**src/rtl/mem_access_ctrl.sv**
```systemverilog
// Load/store unit bus front end: aligns requests, drives a held bus request, returns load words or store completions.
// Latency: accept at N, bus request at N+1, completion pulse one cycle after the ack; req_ready only while idle.
package mem_access_pkg;
    typedef enum logic [2:0] {
        MT_B  = 3'd0,
        MT_H  = 3'd1,
        MT_W  = 3'd2,
        MT_BU = 3'd3,
        MT_HU = 3'd4
    } mem_type;
endpackage

module mem_access_ctrl
    import mem_access_pkg::*;
#(
    parameter int DATA_LENGTH = 32,
    parameter int TIMEOUT     = 255
) (
    input  logic                   clk_i,
    input  logic                   rst_i,
    input  logic                   req_valid_i,
    output logic                   req_ready_o,
    input  logic [31:0]            req_addr_i,
    input  logic                   req_we_i,
    input  mem_type                req_type_i,
    input  logic [DATA_LENGTH-1:0] req_wdata_i,
    output logic                   mem_req_o,
    output logic                   mem_we_o,
    output logic [31:0]            mem_addr_o,
    output logic [DATA_LENGTH-1:0] mem_wdata_o,
    output logic [3:0]             mem_strb_o,
    input  logic                   mem_ack_i,
    input  logic [DATA_LENGTH-1:0] mem_rdata_i,
    output logic                   ld_valid_o,
    output logic [DATA_LENGTH-1:0] ld_data_o,
    output mem_type                ld_type_o,
    output logic                   st_done_o,
    output logic                   misalign_o,
    output logic                   bus_err_o
);

    typedef enum logic [1:0] {
        S_IDLE   = 2'd0,
        S_ACCESS = 2'd1,
        S_RESP   = 2'd2,
        S_ERR    = 2'd3
    } state_t;

    localparam logic [8:0] TMO_LIMIT = 9'(TIMEOUT);

    state_t                   state_q, state_d;
    logic [8:0]               cnt_q, cnt_d;
    logic                     tmo_q, tmo_d;
    logic [31:0]              addr_q;
    logic                     we_q;
    mem_type                  type_q;
    logic [DATA_LENGTH-1:0]   wdata_q;
    logic [3:0]               strb_q;
    logic [DATA_LENGTH-1:0]   ld_data_q;

    logic                     req_mis;
    logic [3:0]               req_strb;
    logic [DATA_LENGTH-1:0]   req_wdata;
    logic [1:0]               req_off;
    logic [8:0]               cnt_inc;
    logic                     accept;

    assign req_off = req_addr_i[1:0];
    assign accept  = (state_q == S_IDLE) && req_valid_i;
    assign cnt_inc = cnt_q + 9'd1;

    // Unknown type encodings are treated as misaligned so they never reach the bus.
    always_comb begin
        req_mis   = 1'b0;
        req_strb  = 4'b0000;
        req_wdata = req_wdata_i;
        case (req_type_i)
            MT_B, MT_BU: begin
                req_strb  = 4'b0001 << req_off;
                req_wdata = {4{req_wdata_i[7:0]}};
            end
            MT_H, MT_HU: begin
                req_mis   = req_off[0];
                req_strb  = 4'b0011 << req_off;
                req_wdata = {2{req_wdata_i[15:0]}};
            end
            MT_W: begin
                req_mis   = (req_off != 2'b00);
                req_strb  = 4'b1111;
            end
            default: req_mis = 1'b1;
        endcase
        if (!req_we_i) begin
            req_strb = 4'b0000;
        end
    end

    always_ff @(posedge clk_i) begin
        if (rst_i) begin
            state_q <= S_IDLE;
            cnt_q   <= 9'd0;
            tmo_q   <= 1'b0;
        end else begin
            state_q <= state_d;
            cnt_q   <= cnt_d;
            tmo_q   <= tmo_d;
        end
    end

    // An ack in the same cycle the counter would reach the limit still completes normally.
    always_comb begin
        state_d = state_q;
        cnt_d   = cnt_q;
        tmo_d   = tmo_q;
        case (state_q)
            S_IDLE: begin
                if (req_valid_i) begin
                    state_d = req_mis ? S_ERR : S_ACCESS;
                    cnt_d   = 9'd0;
                    tmo_d   = 1'b0;
                end
            end
            S_ACCESS: begin
                if (mem_ack_i) begin
                    state_d = S_RESP;
                end else begin
                    cnt_d = cnt_inc;
                    if (cnt_inc == TMO_LIMIT) begin
                        state_d = S_ERR;
                        tmo_d   = 1'b1;
                    end
                end
            end
            S_RESP:  state_d = S_IDLE;
            S_ERR:   state_d = S_IDLE;
            default: state_d = S_IDLE;
        endcase
    end

    always_ff @(posedge clk_i) begin
        if (rst_i) begin
            addr_q    <= 32'd0;
            we_q      <= 1'b0;
            type_q    <= MT_B;
            wdata_q   <= '0;
            strb_q    <= 4'b0000;
            ld_data_q <= '0;
        end else begin
            if (accept) begin
                addr_q  <= req_addr_i;
                we_q    <= req_we_i;
                type_q  <= req_type_i;
                wdata_q <= req_wdata;
                strb_q  <= req_strb;
            end
            if ((state_q == S_ACCESS) && mem_ack_i) begin
                ld_data_q <= mem_rdata_i >> {addr_q[1:0], 3'b000};
            end
        end
    end

    always_comb begin
        req_ready_o = (state_q == S_IDLE);
        mem_req_o   = (state_q == S_ACCESS);
        mem_we_o    = (state_q == S_ACCESS) && we_q;
        mem_strb_o  = (state_q == S_ACCESS) ? strb_q : 4'b0000;
        mem_addr_o  = {addr_q[31:2], 2'b00};
        mem_wdata_o = wdata_q;
        ld_valid_o  = (state_q == S_RESP) && !we_q;
        st_done_o   = (state_q == S_RESP) && we_q;
        misalign_o  = (state_q == S_ERR) && !tmo_q;
        bus_err_o   = (state_q == S_ERR) && tmo_q;
        ld_data_o   = ld_data_q;
        ld_type_o   = type_q;
    end

endmodule

```
**config.mk**
```make
export PLATFORM = sky130hd
export DESIGN_NAME = mem_access_ctrl
export DESIGN_NICKNAME = d
export VERILOG_FILES = /design/src/rtl/mem_access_ctrl.sv
export SDC_FILE = /design/constraint.sdc
export NUM_CORES = 1
export LEC_CHECK = 0
export ABC_AREA = 1
export ABC_CLOCK_PERIOD_IN_PS = 2100
export BUFFER_PORTS_ARGS = -buffer_cell sky130_fd_sc_hd__buf_2
export CAP_MARGIN = 20
export CORE_ASPECT_RATIO = 1.25
export CORE_MARGIN = 5
export CORE_UTILIZATION = 49
export CTS_CLUSTER_SIZE = 28
export DETAILED_ROUTE_END_ITERATION = 10
export GPL_TIMING_DRIVEN = 0
export PLACE_DENSITY = 0.81
export SYNTH_ARGS = -nofsm -noshare
export SYNTH_HDL_FRONTEND = slang
export SYNTH_SLANG_ARGS = --single-unit
```
**constraint.sdc**
```tcl
create_clock -name clk_i -period 2.1 [get_ports clk_i]
set_clock_uncertainty 0.15 [all_clocks]
set_input_delay 0.42 -clock clk_i [delete_from_list [all_inputs] [get_ports clk_i]]
set_output_delay 0.42 -clock clk_i [all_outputs]
set_load 0.02 [all_outputs]
```
======== Word level (Yosys, flattened, before mapping) ========
Index checks and enable logic that the tools add are counted.
word-level totals
  flip-flop bits (word level) ............. 116
  bits of input ports ..................... 104
  output and inout bits ................... 110
  word-level logic and storage cells ...... 61
cells by class
  $add $sub $neg .......................... 1
  equality and inequality tests ........... 12
  shifts and indexed selects .............. 3
  mux-type cells .......................... 17
  reductions and logical operators ........ 19
operators by type and width
  operator             number
  $pmux 32 s2          1
  $shr 32x5->32        1
  $mux 9               2
  $pmux 9 s2           1
  $pmux 4 s3           1
  $add 9x1->9 const B  1
  $eq 9x8->1 const B   1
  $mux 2               4
  $mux 4               2
  $logic_and 1x1->1    7
  $eq 3x2->1 const B   2
  $pmux 2 s3           1
  $reduce_or 2->1      3
  $eq 2x2->1 const B   2
  $ne 2x2->1 const B   2
  $reduce_and 4->1     1
  $reduce_bool 2->1    2
  $shl 1x2->4 const A  1
  $shl 2x2->4 const A  1
  $eq 3x1->1 const B   1
  $eq 3x3->1 const B   1
  $logic_not 3->1      1
  $mux 1               3
  $ne 3x1->1 const B   1
  other kinds (8)      9

======== Logic depth before layout (Yosys ltp) ========
  depth after elaboration ................. 6
  mapped depth ............................ 11
  mapped depth without buffers ............ 11

======== Least setup slack after synthesis ========
OpenSTA, ideal clock, no wires.
  path type ............................... register to register
  start ................................... reg state_q[0]
  end ..................................... reg ld_data_q[7] (netlist: ld_data_o[7])
  library setup time ...................... 113 ps
  data arrival time ....................... 1304 ps
  path slack .............................. 533 ps
  stages on the path, launching flop included .. 11
  path buffers ............................ 1
  period minus slack after synthesis ...... 1567 ps
  cell sequence ........................... dfxtp_1 -> inv_2 -> nor2_4 -> inv_2 -> nor2_8 -> inv_4 -> buf_6 -> a21oi_1 -> o31ai_1 -> o211ai_2 -> inv_2
on the way
  word-level cells in the longest chain between the ends .. 2
ends and longest elaborated chain
  what                      RTL line  RTL
  start: declaration        51        state_t state_q, state_d;
  start signal: assignment  104       state_q <= state_d;
  $eq 2x1->1                n/a
  named net mem_req_o       27        output logic mem_req_o,
  $logic_and 1x1->1         156       if ((state_q == S_ACCESS) && mem_ack_i) begin
  end signal: assignment    157       ld_data_q <= mem_rdata_i >> {addr_q[1:0], 3'b000};
  end: declaration          59        logic [DATA_LENGTH-1:0] ld_data_q;
The timed path passes the listed nets, and every way through them passes these cells.
A chain may end at the register's enable or synchronous reset.

======== Final worst setup path ========
  start ................................... reg state_q[0]
  end ..................................... out mem_strb_o[1]
on the way
  word-level cells in the longest chain between the ends .. 2
ends and longest elaborated chain
  what              RTL line  RTL
  $eq 2x1->1        166       mem_strb_o = (state_q == S_ACCESS) ? strb_q : 4'b0000;
  $mux 4            166
  end: declaration  31        output logic [3:0] mem_strb_o,
No other way between the ends.

==> impl_metrics.sql <==
INSERT INTO impl_metrics (metric_group, metric, value, unit) VALUES
('layout', 'postLayoutCoreUtil', '67.11', '%'),
('clocking', 'cts_tree', 'yes', ''),
('die', 'placement_rows', '42', ''),
('power', 'p_sw', '1.913', 'mW'),
('grt', 'grt_pass1_wl', '26730', 'µm'),
('synth', 'average_size_of_a_mapped_cell', '7.290', 'µm²'),
('power', 'power.density', '888.8', 'mW/mm²'),
('clocking', 'htree_num_levels', '4', ''),
('critical_path', 'crit_required', '1530', 'ps'),
('run_status', 'run_status', 'complete, no violations', ''),
('synth', 'compound_gate_fraction_of_synth_area', '18.33', '%'),
('sta', 'final-setup-viol-count', '0', ''),
('synth', 'netlist_instances', '736', ''),
('detailed_routing', 'count_of_vias_placed_by_the_detailed_router', '5698', ''),
('detailed_routing', 'detailedRoute.firstPassIterationCount', '7', ''),
('critical_path', 'timing.critical_path.fanout_max', '7', ''),
('grt', 'antenna_found_initial', '2', ''),
('clocking', 'clock_insertion_delay_worst_skew', '400', 'ps'),
('clocking', 'cts_root_buffer_type', 'sky130_fd_sc_hd__clkbuf_16', ''),
('place', 'detailed_place_hpwl', '13220', 'µm'),
('detailed_routing', 'route.detailed.vias_per_inst', '5.124', ''),
('power', 'max-vdd-ir-drop', '0.5388', 'mV'),
('critical_path', 'cp-end-kind', 'output port', ''),
('synth', 'post_synth_instance_area', '0.005365', 'mm²'),
('worst_hold_path', 'hold_class', 'in -> reg', ''),
('critical_path', 'worst_r2r_endpoint', 'state_q[1]$_SDFFE_PP0P_', ''),
('layout', 'syn2layout_area_growth', '33.44', '%'),
('sta', 'unrepaired_setup_endpoints_after_global_routing', 'false', ''),
('clocking', 'cts-buffers-inserted', '17', ''),
('sta', 'finalSetupTns', '0', 'ps'),
('sta', 'peak_freq', '0.4949', 'GHz'),
('clocking', 'postCtsSetupBuffers', '0', ''),
('sta', 'period_minus_slack', '2021', 'ps'),
('power', 'share_clk_of_total_power', '42.9', '%'),
('power', 'static-leakage-power', '3.632', 'nW'),
('sta', 'period_share', '96.23', '%'),
('critical_path', 'endpoint', 'mem_strb_o[1]', ''),
('place', 'place.port_buffers', '210', ''),
('detailed_routing', 'route.detailed.drc', '0', ''),
('critical_path', 'path_class', 'reg -> out', ''),
('critical_path', 'timing.reg2reg.setup_slack', '370', 'ps'),
('grt', 'gr_util_all_layers', '25.03', '%'),
('synth', 'synth-seq-cells', '116', ''),
('die', 'effective_utilization_at_floorplan', '50.29', '%'),
('place', 'place.gp.congestion', '0.9699', ''),
('layout', 'final_cell_mix', 'sky130_fd_sc_hd__buf_2, sky130_fd_sc_hd__nand2_1, sky130_fd_sc_hd__dfxtp_1', ''),
('clocking', 'clk_transition_reported_paths', '60', 'ps'),
('synth', 'distinct_cell_type_count_after_synthesis', '35', ''),
('die', 'die_area', '0.01315', 'mm²'),
('detailed_routing', 'wl_per_cell', '15.26', 'µm'),
('place', 'post_place_cells', '1079', ''),
('place', 'postPlaceCellArea', '0.006585', 'mm²'),
('clocking', 'buffer_levels_on_the_longest_clock_path', '2', ''),
('clocking', 'clock_net_sink_count', '116', ''),
('layout', 'fin_area', '0.007159', 'mm²'),
('grt', 'overflow', '0', ''),
('synth', 'adder_cell_fraction_of_synth_area', '0.4664', '%'),
('sta', 'holdWs', '48.03', 'ps'),
('layout', 'mostFrequentLayoutCell', 'sky130_fd_sc_hd__buf_2', ''),
('layout', 'instances_no_fill', '1112', ''),
('clocking', 'post_cts_resize_count', '0', ''),
('sta', 'timing.final.ws_setup', '79.20', 'ps'),
('power', 'power.share.combinational', '18.7', '%'),
('layout', 'final_layout_size_suffix_gt1_share', '33.20', '%'),
('die', 'chipHeight', '127.0', 'µm'),
('synth', 'synth_top_family_by_area', 'simple AND/OR/NAND/NOR gates', ''),
('detailed_routing', 'drt_iter0_markers', '338', ''),
('synth', 'yosys_warning_count', '0', ''),
('grt', 'vias_in_the_first_global_route', '5319', ''),
('synth', 'synth-xor-area-share', '0.1632', '%'),
('critical_path', 'r2r_start', 'cnt_q[0]$_SDFFE_PP0P_', '');
## area by class of cell
type	count	area (µm²)
Antenna cell	1	2.502
Buffer	77	470.5
Clock buffer	18	439.2
Clock inverter	14	132.6
Fill cell	965	3508
Inverter	60	227.7
Multi-Input combinational cell	484	2349
Sequential cell	116	2322
Tap cell	132	165.2
Timing Repair Buffer	210	1051
## layer usage
metal | GRT usage [%] | vias to the layer above | share of wire [%]
li1 | - | 2877 | -
met1 | 28.52 | 2546 | 41
met2 | 42.57 | 241 | 48
met3 | 9.233 | 32 | 8.3
met4 | 9.807 | 2 | 2.8
met5 | 0 | - | 0.077
## worst max-delay path, stage by stage, from the launching register on
cell                      delay (ps)
sky130_fd_sc_hd__dfxtp_1         360
sky130_fd_sc_hd__inv_2            90
sky130_fd_sc_hd__nor2_4          120
sky130_fd_sc_hd__inv_2           120
sky130_fd_sc_hd__nor2_1          150
sky130_fd_sc_hd__buf_2           200
## power by group through the flow
stage / Sequential [mW] / Combinational, mW / Clock (mW)
floorplan: 2.60 / 0.624 / 0
global placement: 2.48 / 1.17 / 0
detailed placement: 2.49 / 1.18 / 0
CTS: 2.44 / 1.19 / 2.76
global route: 2.46 / 1.29 / 2.88
finish: 2.45 / 1.19 / 2.73
## registers in the layout, indices dropped and copies added, names as in the netlist
register and flops:
addr_q 32, ld_data_o 32, mem_wdata_o 32, cnt_q 9, strb_q 4, ld_type_o 3
state_q 2, tmo_q 1, we_q 1
## logic make-up (layout without fill, tap and decap cells)
family | after synthesis | count (layout)
and+or+nand+nor | 304 | 304
AOI/OAI and AO/OA | 175 | 175
buffers and inverters | 137 | 379
DFF | 116 | 116
adders and majority gates | 2 | 2
other | 1 | 3
xor gates and xnor gates | 1 | 1
## cell usage after synthesis, drive strengths merged
cell type	count	area share, %
nand2	168	12
dfxtp	116	43
nand3	72	6.8
o21ai	67	6.2
a21oi	65	6.3
buf	60	7.6
inv	59	4.2
nor2	45	4.0
clkbuf	17	1.2
o211ai	17	2.5
a31oi	12	1.4
or2	9	1.0
o31ai	8	1.1
nor3	5	0.47
nand4	4	0.47
o22ai	4	0.47
ha	2	0.47
o21bai	2	0.28
clkinv	1	0.070
conb	1	0.070
nand3b	1	0.14
xnor2	1	0.16
## worst min path at each step
stage          slack [ps]                  startpoint                          to  cells after the start
6_report               50              req_addr_i[23]     addr_q[23]$_SDFFE_PP0P_                      3
5_1_grt                40              req_addr_i[10]     addr_q[10]$_SDFFE_PP0P_                      3
4_1_cts                40              req_addr_i[23]     addr_q[23]$_SDFFE_PP0P_                      3
3_5_place_dp          300  ld_data_o[25]$_SDFFE_PP0P_  ld_data_o[25]$_SDFFE_PP0P_                      2
3_3_place_gp          300  ld_data_o[31]$_SDFFE_PP0P_  ld_data_o[31]$_SDFFE_PP0P_                      2
2_1_floorplan         300     addr_q[10]$_SDFFE_PP0P_     addr_q[10]$_SDFFE_PP0P_                      2
No activity file was read; power rests on OpenSTA's default activity.
